===== src/rtl/ps2_keyboard.sv =====
// PS/2 host-side receiver: synchronises the keyboard clock/data lines, checks framing
// and odd parity, and queues good bytes in a first-word-fall-through FIFO.
module ps2_keyboard #(
  parameter int FIFO_DEPTH     = 16,
  parameter int TIMEOUT_CYCLES = 20000
) (
  input  logic       clk,
  input  logic       rst,
  input  logic       ps2_clk,
  input  logic       ps2_dat,
  input  logic       rd_kbrd,
  input  logic       rd_dbug,
  output logic [7:0] rd_data,
  output logic       data_present,
  output logic       data_half,
  output logic       data_full
);

  // state  | meaning
  // IDLE   | waiting for a falling edge carrying a 0 start bit
  // DATA   | shifting in D0..D7, LSB first
  // PARITY | capturing the parity bit
  // STOP   | checking stop bit and odd parity, writing the byte if good

  localparam int AW = $clog2(FIFO_DEPTH);
  localparam int TW = $clog2(TIMEOUT_CYCLES + 1);
  localparam logic [TW-1:0] TMO_LOAD  = TW'(TIMEOUT_CYCLES - 1);
  localparam logic [AW:0]   CNT_HALF  = (AW + 1)'(FIFO_DEPTH / 2);
  localparam logic [AW:0]   CNT_FULL  = (AW + 1)'(FIFO_DEPTH);

  typedef enum logic [1:0] {
    S_IDLE,
    S_DATA,
    S_PARITY,
    S_STOP
  } rx_state_t;

  logic clk_s1, clk_s2, clk_s3;
  logic dat_s1, dat_s2;
  logic fall;

  rx_state_t       state;
  logic [2:0]      bit_cnt;
  logic [7:0]      shift;
  logic            par;
  logic [TW-1:0]   tmo_cnt;
  logic            wr_en;
  logic [7:0]      wr_byte;

  logic [7:0]      mem [FIFO_DEPTH];
  logic [AW-1:0]   wr_ptr, rd_ptr, rd_ptr_n;
  logic [AW:0]     count, count_n;
  logic [7:0]      head_n;
  logic            do_wr, do_rd;

  // Lines idle high, so the synchronisers reset to 1 to avoid a false edge.
  always_ff @(posedge clk) begin
    if (rst) begin
      clk_s1 <= 1'b1;
      clk_s2 <= 1'b1;
      clk_s3 <= 1'b1;
      dat_s1 <= 1'b1;
      dat_s2 <= 1'b1;
    end else begin
      clk_s1 <= ps2_clk;
      clk_s2 <= clk_s1;
      clk_s3 <= clk_s2;
      dat_s1 <= ps2_dat;
      dat_s2 <= dat_s1;
    end
  end

  assign fall = clk_s3 & ~clk_s2;

  always_ff @(posedge clk) begin
    if (rst) begin
      state   <= S_IDLE;
      bit_cnt <= '0;
      shift   <= '0;
      par     <= 1'b0;
      tmo_cnt <= '0;
      wr_en   <= 1'b0;
      wr_byte <= '0;
    end else begin
      wr_en <= 1'b0;
      case (state)
        S_IDLE: begin
          tmo_cnt <= TMO_LOAD;
          bit_cnt <= '0;
          if (fall && !dat_s2) state <= S_DATA;
        end
        default: begin
          if (fall) begin
            tmo_cnt <= TMO_LOAD;
            case (state)
              S_DATA: begin
                shift   <= {dat_s2, shift[7:1]};
                bit_cnt <= bit_cnt + 3'd1;
                if (bit_cnt == 3'd7) state <= S_PARITY;
              end
              S_PARITY: begin
                par   <= dat_s2;
                state <= S_STOP;
              end
              S_STOP: begin
                if (dat_s2 && ((^shift) ^ par)) begin
                  wr_en   <= 1'b1;
                  wr_byte <= shift;
                end
                state <= S_IDLE;
              end
              default: state <= S_IDLE;
            endcase
          end else if (tmo_cnt == '0) begin
            state <= S_IDLE;
          end else begin
            tmo_cnt <= tmo_cnt - 1'b1;
          end
        end
      endcase
    end
  end

  // A write arriving while full is dropped even if a pop frees a slot this cycle.
  assign do_rd = (rd_kbrd | rd_dbug) & data_present;
  assign do_wr = wr_en & ~data_full;

  always_comb begin
    rd_ptr_n = do_rd ? rd_ptr + AW'(1) : rd_ptr;
    count_n  = count;
    if (do_wr && !do_rd)      count_n = count + (AW + 1)'(1);
    else if (!do_wr && do_rd) count_n = count - (AW + 1)'(1);
    head_n = (do_wr && (wr_ptr == rd_ptr_n)) ? wr_byte : mem[rd_ptr_n];
  end

  always_ff @(posedge clk) begin
    if (!rst && do_wr) mem[wr_ptr] <= wr_byte;
  end

  always_ff @(posedge clk) begin
    if (rst) begin
      wr_ptr       <= '0;
      rd_ptr       <= '0;
      count        <= '0;
      rd_data      <= '0;
      data_present <= 1'b0;
      data_half    <= 1'b0;
      data_full    <= 1'b0;
    end else begin
      if (do_wr) wr_ptr <= wr_ptr + AW'(1);
      rd_ptr       <= rd_ptr_n;
      count        <= count_n;
      data_present <= (count_n != '0);
      data_half    <= (count_n >= CNT_HALF);
      data_full    <= (count_n == CNT_FULL);
      if (count_n != '0) rd_data <= head_n;
    end
  end

endmodule


===== config.mk =====
export PLATFORM = sky130hd
export DESIGN_NAME = ps2_keyboard
export DESIGN_NICKNAME = d
export VERILOG_FILES = /design/src/rtl/ps2_keyboard.sv
export SDC_FILE = /design/constraint.sdc
export NUM_CORES = 1
export LEC_CHECK = 0
export ABC_AREA = 1
export CORE_MARGIN = 5
export CORE_UTILIZATION = 56
export CTS_CLUSTER_SIZE = 12
export DETAILED_ROUTE_END_ITERATION = 8
export PLACE_DENSITY = 0.83
export SYNTH_ARGS = -nofsm -noshare
export SYNTH_HDL_FRONTEND = slang
export SYNTH_SLANG_ARGS = --single-unit

===== constraint.sdc =====
create_clock -name clk -period 1.9 [get_ports clk]
set_clock_uncertainty 0.15 [all_clocks]
set_input_delay 0.38 -clock clk [delete_from_list [all_inputs] [get_ports clk]]
set_output_delay 0.38 -clock clk [all_outputs]
set_load 0.01 [all_outputs]

Word-level counts from Yosys, hierarchy flattened:

Memories as Yosys holds them, arrays and structs flattened. A register that Yosys moved wholly into a read port is not among the register bits.
Index checks and enable logic that the tools add are counted.

* register bits after elaboration: 59
* memories: 1
* bits in writable memories: 128
* input bits: 6
* output and inout port bits: 11

* reduce and logical (&&, ||, !) cells: 22
* bitwise gates (word level): 10
* order comparisons: 1
* eq/ne operators: 8
* add/sub/neg operators: 6
* multiplexer cells: 15

Memories
* mem: depth 16, width 8, rd ports 1, clocked after memory_dff 1, write ports 1, RTL line 50 `logic [7:0] mem [FIFO_DEPTH];`

Operators by type and width (count)
* 2-to-1 mux 15 bit: 3
* zero test 15 bit: 1
* subtractor 15 x 1 -> 15 bit (second input constant): 1
* 2-to-1 mux 2 bit: 5
* 2-to-1 mux 5 bit: 2
* AND reduction 3 bit: 3
* adder 4 x 1 -> 4 bit (second input constant): 2
* XOR reduction 8 bit: 1
* adder 5 x 1 -> 5 bit (second input constant): 1
* equality test 5 bit (second input constant): 1
* >= comparator 5 x 4 -> 1 bit (second input constant): 1
* logical AND 1 bit: 5
* inverter 1 bit: 5
* nonzero test 5 bit: 1
* subtractor 5 x 1 -> 5 bit (second input constant): 1
* equality test 2 bit (second input constant): 2
* zero test 1 bit: 4
* 2-to-1 mux 4 bit: 1
* inequality test 4 bit (second input constant): 1
* one-hot mux 2 bit (2 select lines): 1
* AND reduction 4 bit: 1
* OR reduction 4 bit: 1
* adder 3 x 1 -> 3 bit (second input constant): 1
* AND 1 bit: 3
* other kinds (12): 14

Longest topological paths before layout:

* depth in word-level cells: 7
* gate-level depth with buffers: 15
* mapped depth without buffers: 15

Least setup slack after synthesis:

No wires, ideal clock.

* path kind: register to register
* from: register data_full
* to: memory mem[11][0], enable pin
* arrival: 1351 ps
* setup slack: 16 ps
* stages on the path, launching flop included: 6
* buffers on the path: 0
* library setup time: 383 ps
* clock period less this slack: 1884 ps
* path through: dfxtp_1 > inv_1 > nand2_2 > inv_1 > nand2_1 > nor3_1

* word-level cells in the longest chain between the ends: 5

RTL lines
* start, declared: RTL line 16 `output logic data_full`
* start signal, assigned: RTL line 155 `data_full <= (count_n == CNT_FULL);`
* inverter 1 bit: RTL line 126 `assign do_wr = wr_en & ~data_full;`
* AND 1 bit: RTL line 126
* logical AND 1 bit: RTL line 137 `if (!rst && do_wr) mem[wr_ptr] <= wr_byte;`
* 2-to-1 mux 1 bit: RTL line 137
* 2-to-1 mux 1 bit (implied by the code): RTL line 137
* end, declared: RTL line 50

No other way between the ends.

Worst setup path after layout:

* from: register data_full
* to: register rd_data[4], read port of mem

* word-level cells in the longest chain between the ends: 7
* elaborated cells between the ends (all ways): 8
* classes of those cells: 2 x mux; 2 x bitwise; 4 x reduce/logical

RTL lines
* inverter 1 bit *: RTL line 126
* AND 1 bit *: RTL line 126
* zero test 1 bit: RTL line 132 `else if (!do_wr && do_rd) count_n = count - (AW + 1)'(1);`
* logical AND 1 bit: RTL line 132
* 2-to-1 mux 5 bit: RTL line 132
* 2-to-1 mux 5 bit *: RTL line 131 `if (do_wr && !do_rd) count_n = count + (AW + 1)'(1);`
* nonzero test 5 bit *: RTL line 156 `if (count_n != '0) rd_data <= head_n;`
* end, declared: RTL line 13 `output logic [7:0] rd_data,`

Mark *: on every way between the ends. The rest lies on a longest branch, timed or not.
A chain may end at the register's enable or synchronous reset.

==> metrics.txt <==
status finished, violations left; violated checks negative setup slack; setup ws final -0.101 ns; Slew @ Worst Pin 0.634 ns; clk buf depth 2; Fin Hold WS 0.263 ns; Period minus WS final 2.00 ns; CP max FO 8; first-pass GRT wire length 34.9 mm; Num CTS Buffers 17; Iter 0 DRT Violations 968; Max Slew Vio Count 0; RSZ-0062 raised after global routing yes; antenna viol nets, final 0; CP endpoint kind register; Crit path depth 12; Cell Area, Synth 8980 sq um; clock root buffer clkbuf_16; Crit path max-delay family simple AND/OR/NAND/NOR gates; vias 7,333; Die ar. 18,700 sq um; DRC errors left 0; placeable core area 15,800 sq um; post-synth cell types 39; drt pass-1 iters 7; CP most frequent cell nand2_1; Initial Util 0.568; clk_lat worst skew 0.44 ns; Worst slew margin 0.577; CTS Hold Buffers Added 0; DRT Wirelength 23.5 mm; CTS tree yes; yosys warns 0; cell accounting for the most synthesized area edfxtp_1; gr ovfl total 0; vias in the first global route 6,843; Routability Congestion 0.963; fmax 500 MHz; Die Wd 137 um; ratio of cells with drive above 1 in the final layout 0.202; dpl hpwl 13.9 mm; Worst path max stage delay 0.33 ns; Fin. Hold Viols 0; Yosys reg bits 195; slowest stage cell, crit path dfxtp_2; ranking of synthesized cells by area edfxtp_1 (43%), dfxtp_1 (15%), nand3_1 (9.0%); largest net degree at the start of global routing 38; Req. time, crit path 2.13 ns; Vias/cell 5.72; Post-Synthesis Cells 960; CP cell instances inv_1, nand2_4, buf_4, nor2_2, nand3_1, nand2_1, nand2_1, nand2_2, nand3_4, nor2_4, nand2_1, nand2_1; overall track demand over capacity in global routing 0.242; Yosys top cell area share 0.428; crit start category register; Setup Viol. Count Final 10; Synth Flop Type edfxtp_1; # fillers 994; Post-synth EDFFs 128; sequential fraction of the synthesis area 0.577; VDD IR max 0.895 mV; WS Path Type register to register; pwr dens 1250 nW/um^2; top-count cell post-synth nand2_1; Synth Area per Inst 9.36 sq um; I/O Pins 17; PortBufs 16; Nets 1,076; Total Power 0.0139 W; Commonest cells post-synth nand2_1 (183), nand3_1 (162), edfxtp_1 (128); initial antenna violation count 0; WP data arrival 2.23 ns; H-Tree Depth 4; fin crit share 1.05; pre-CTS setup slack -0.575 ns; n_diodes 0; Leak Pwr 4.72 nW; CP Buf/Inv Count 2; final setup TNS -0.468 ns; clock sinks 195; Worst Reg-to-Reg Cells 12; row count 46; number of max-cap violations 0; syn nets 982; Area Overhead vs Synth 23.6%; Wirelength per Cell 18.4 um; die height 137 um; hold depth 1; async set-or-reset flop fraction in the synthesized netlist 0; clk slew on worst S/H paths 0.07 ns; Hold Crit Class register to register
[sequential cells by signal, indices dropped and copies added (netlist names), 2 cells and up]
signal / cells
tmo_cnt: 15
state: 2
mem: 128
wr_ptr: 4
rd_ptr: 4
count: 5
wr_byte: 8
rd_data: 8
shift: 8
bit_cnt: 3
[per-stage QoR]
stage / area [sq um] / std cells / util
6_report: 11100 / 1283 / 0.702
5_1_grt: 11100 / 1283 / 0.702
4_1_cts: 10800 / 1272 / 0.680
3_5_place_dp: 9990 / 1236 / 0.631
3_3_place_gp: 9990 / 1236 / 0.631
2_1_floorplan: 8980 / 960 / -
[report_power, final]
group          leakage, nW  internal, W  switching [W]
clock                0.290      0.00188        0.00170
sequential            1.74      0.00470       0.000212
combinational         2.69      0.00220        0.00320
[worst register-to-register path: stages, from the launching register on]
cell     delay, ns
dfxtp_2       0.33
inv_1         0.11
nand2_4       0.09
buf_4         0.16
nor2_2        0.16
nand3_1       0.12
nand2_1       0.10
nand2_1       0.08
nand2_2       0.09
nand3_4       0.12
nor2_4        0.23
nand2_1       0.13
nand2_1       0.09
[path summary, 6_finish.rpt]
check	from	endpoint	slack (ns)
worst max register to register	data_full	rd_data[4]	-0.10
worst min-delay path	dat_s1	dat_s2	0.26
worst max-delay path	data_full	rd_data[4]	-0.10
worst min register to register	dat_s1	dat_s2	0.26
[layout by cell type, fill, tap and decap left out, types with 8 or more instances in the layout]
cell type	count
buf_4	71
nand2_2	16
nor2_1	52
nand3_1	149
buf_6	8
a21oi_1	39
clkbuf_16	20
nand2_1	170
nand3_2	13
o21ai_0	15
dlygate4sd2_1	10
dfxtp_1	60
nor3_1	9
xor2_1	10
edfxtp_1	128
ha_1	13
nor2_2	11
inv_1	117
buf_12	12
nand3b_1	59
[per-layer routing]
| layer | global-route usage | wire length [um] | vias to the layer above | part of all wire |
|---|---|---|---|---|
| li1 | - | - | 3398 | - |
| met1 | 0.307 | 8730 | 3427 | 0.37 |
| met2 | 0.405 | 11600 | 417 | 0.49 |
| met3 | 0.0555 | 2300 | 91 | 0.097 |
| met4 | 0.0941 | 911 | 0 | 0.039 |
| met5 | 0 | 0 | - | 0 |
[final cells by class]
cell class	count	area [sq um]	area share
clock buffers	18	429	0.0386
clock inverters	14	160	0.0144
inverters	124	468	0.0421
multi-input cells	604	3440	0.310
flip-flops and latches	195	5200	0.468
well taps	216	270	0.0243
repair buffers	112	1140	0.103
[cells by family (layout without fill, tap and decap cells)]
| logic type | count (synthesis) | in the layout | share of synthesized area |
|---|---|---|---|
| and+or+nand+nor | 510 | 512 | 0.276 |
| DFF | 195 | 195 | 0.577 |
| buffers and inverters | 163 | 268 | 0.0738 |
| AOI/OAI and AO/OA | 63 | 63 | 0.0377 |
| xor gates and xnor gates | 13 | 13 | 0.0127 |
| adders and majority gates | 16 | 16 | 0.0223 |
[repair_timing]
action,CTS,global route
gates resized for setup,45,58
gates cloned,3,4
endpoints found under the setup margin,21,108
pin swaps,11,25
setup buffers,1,7
Power figures use the tool's default switching activity.
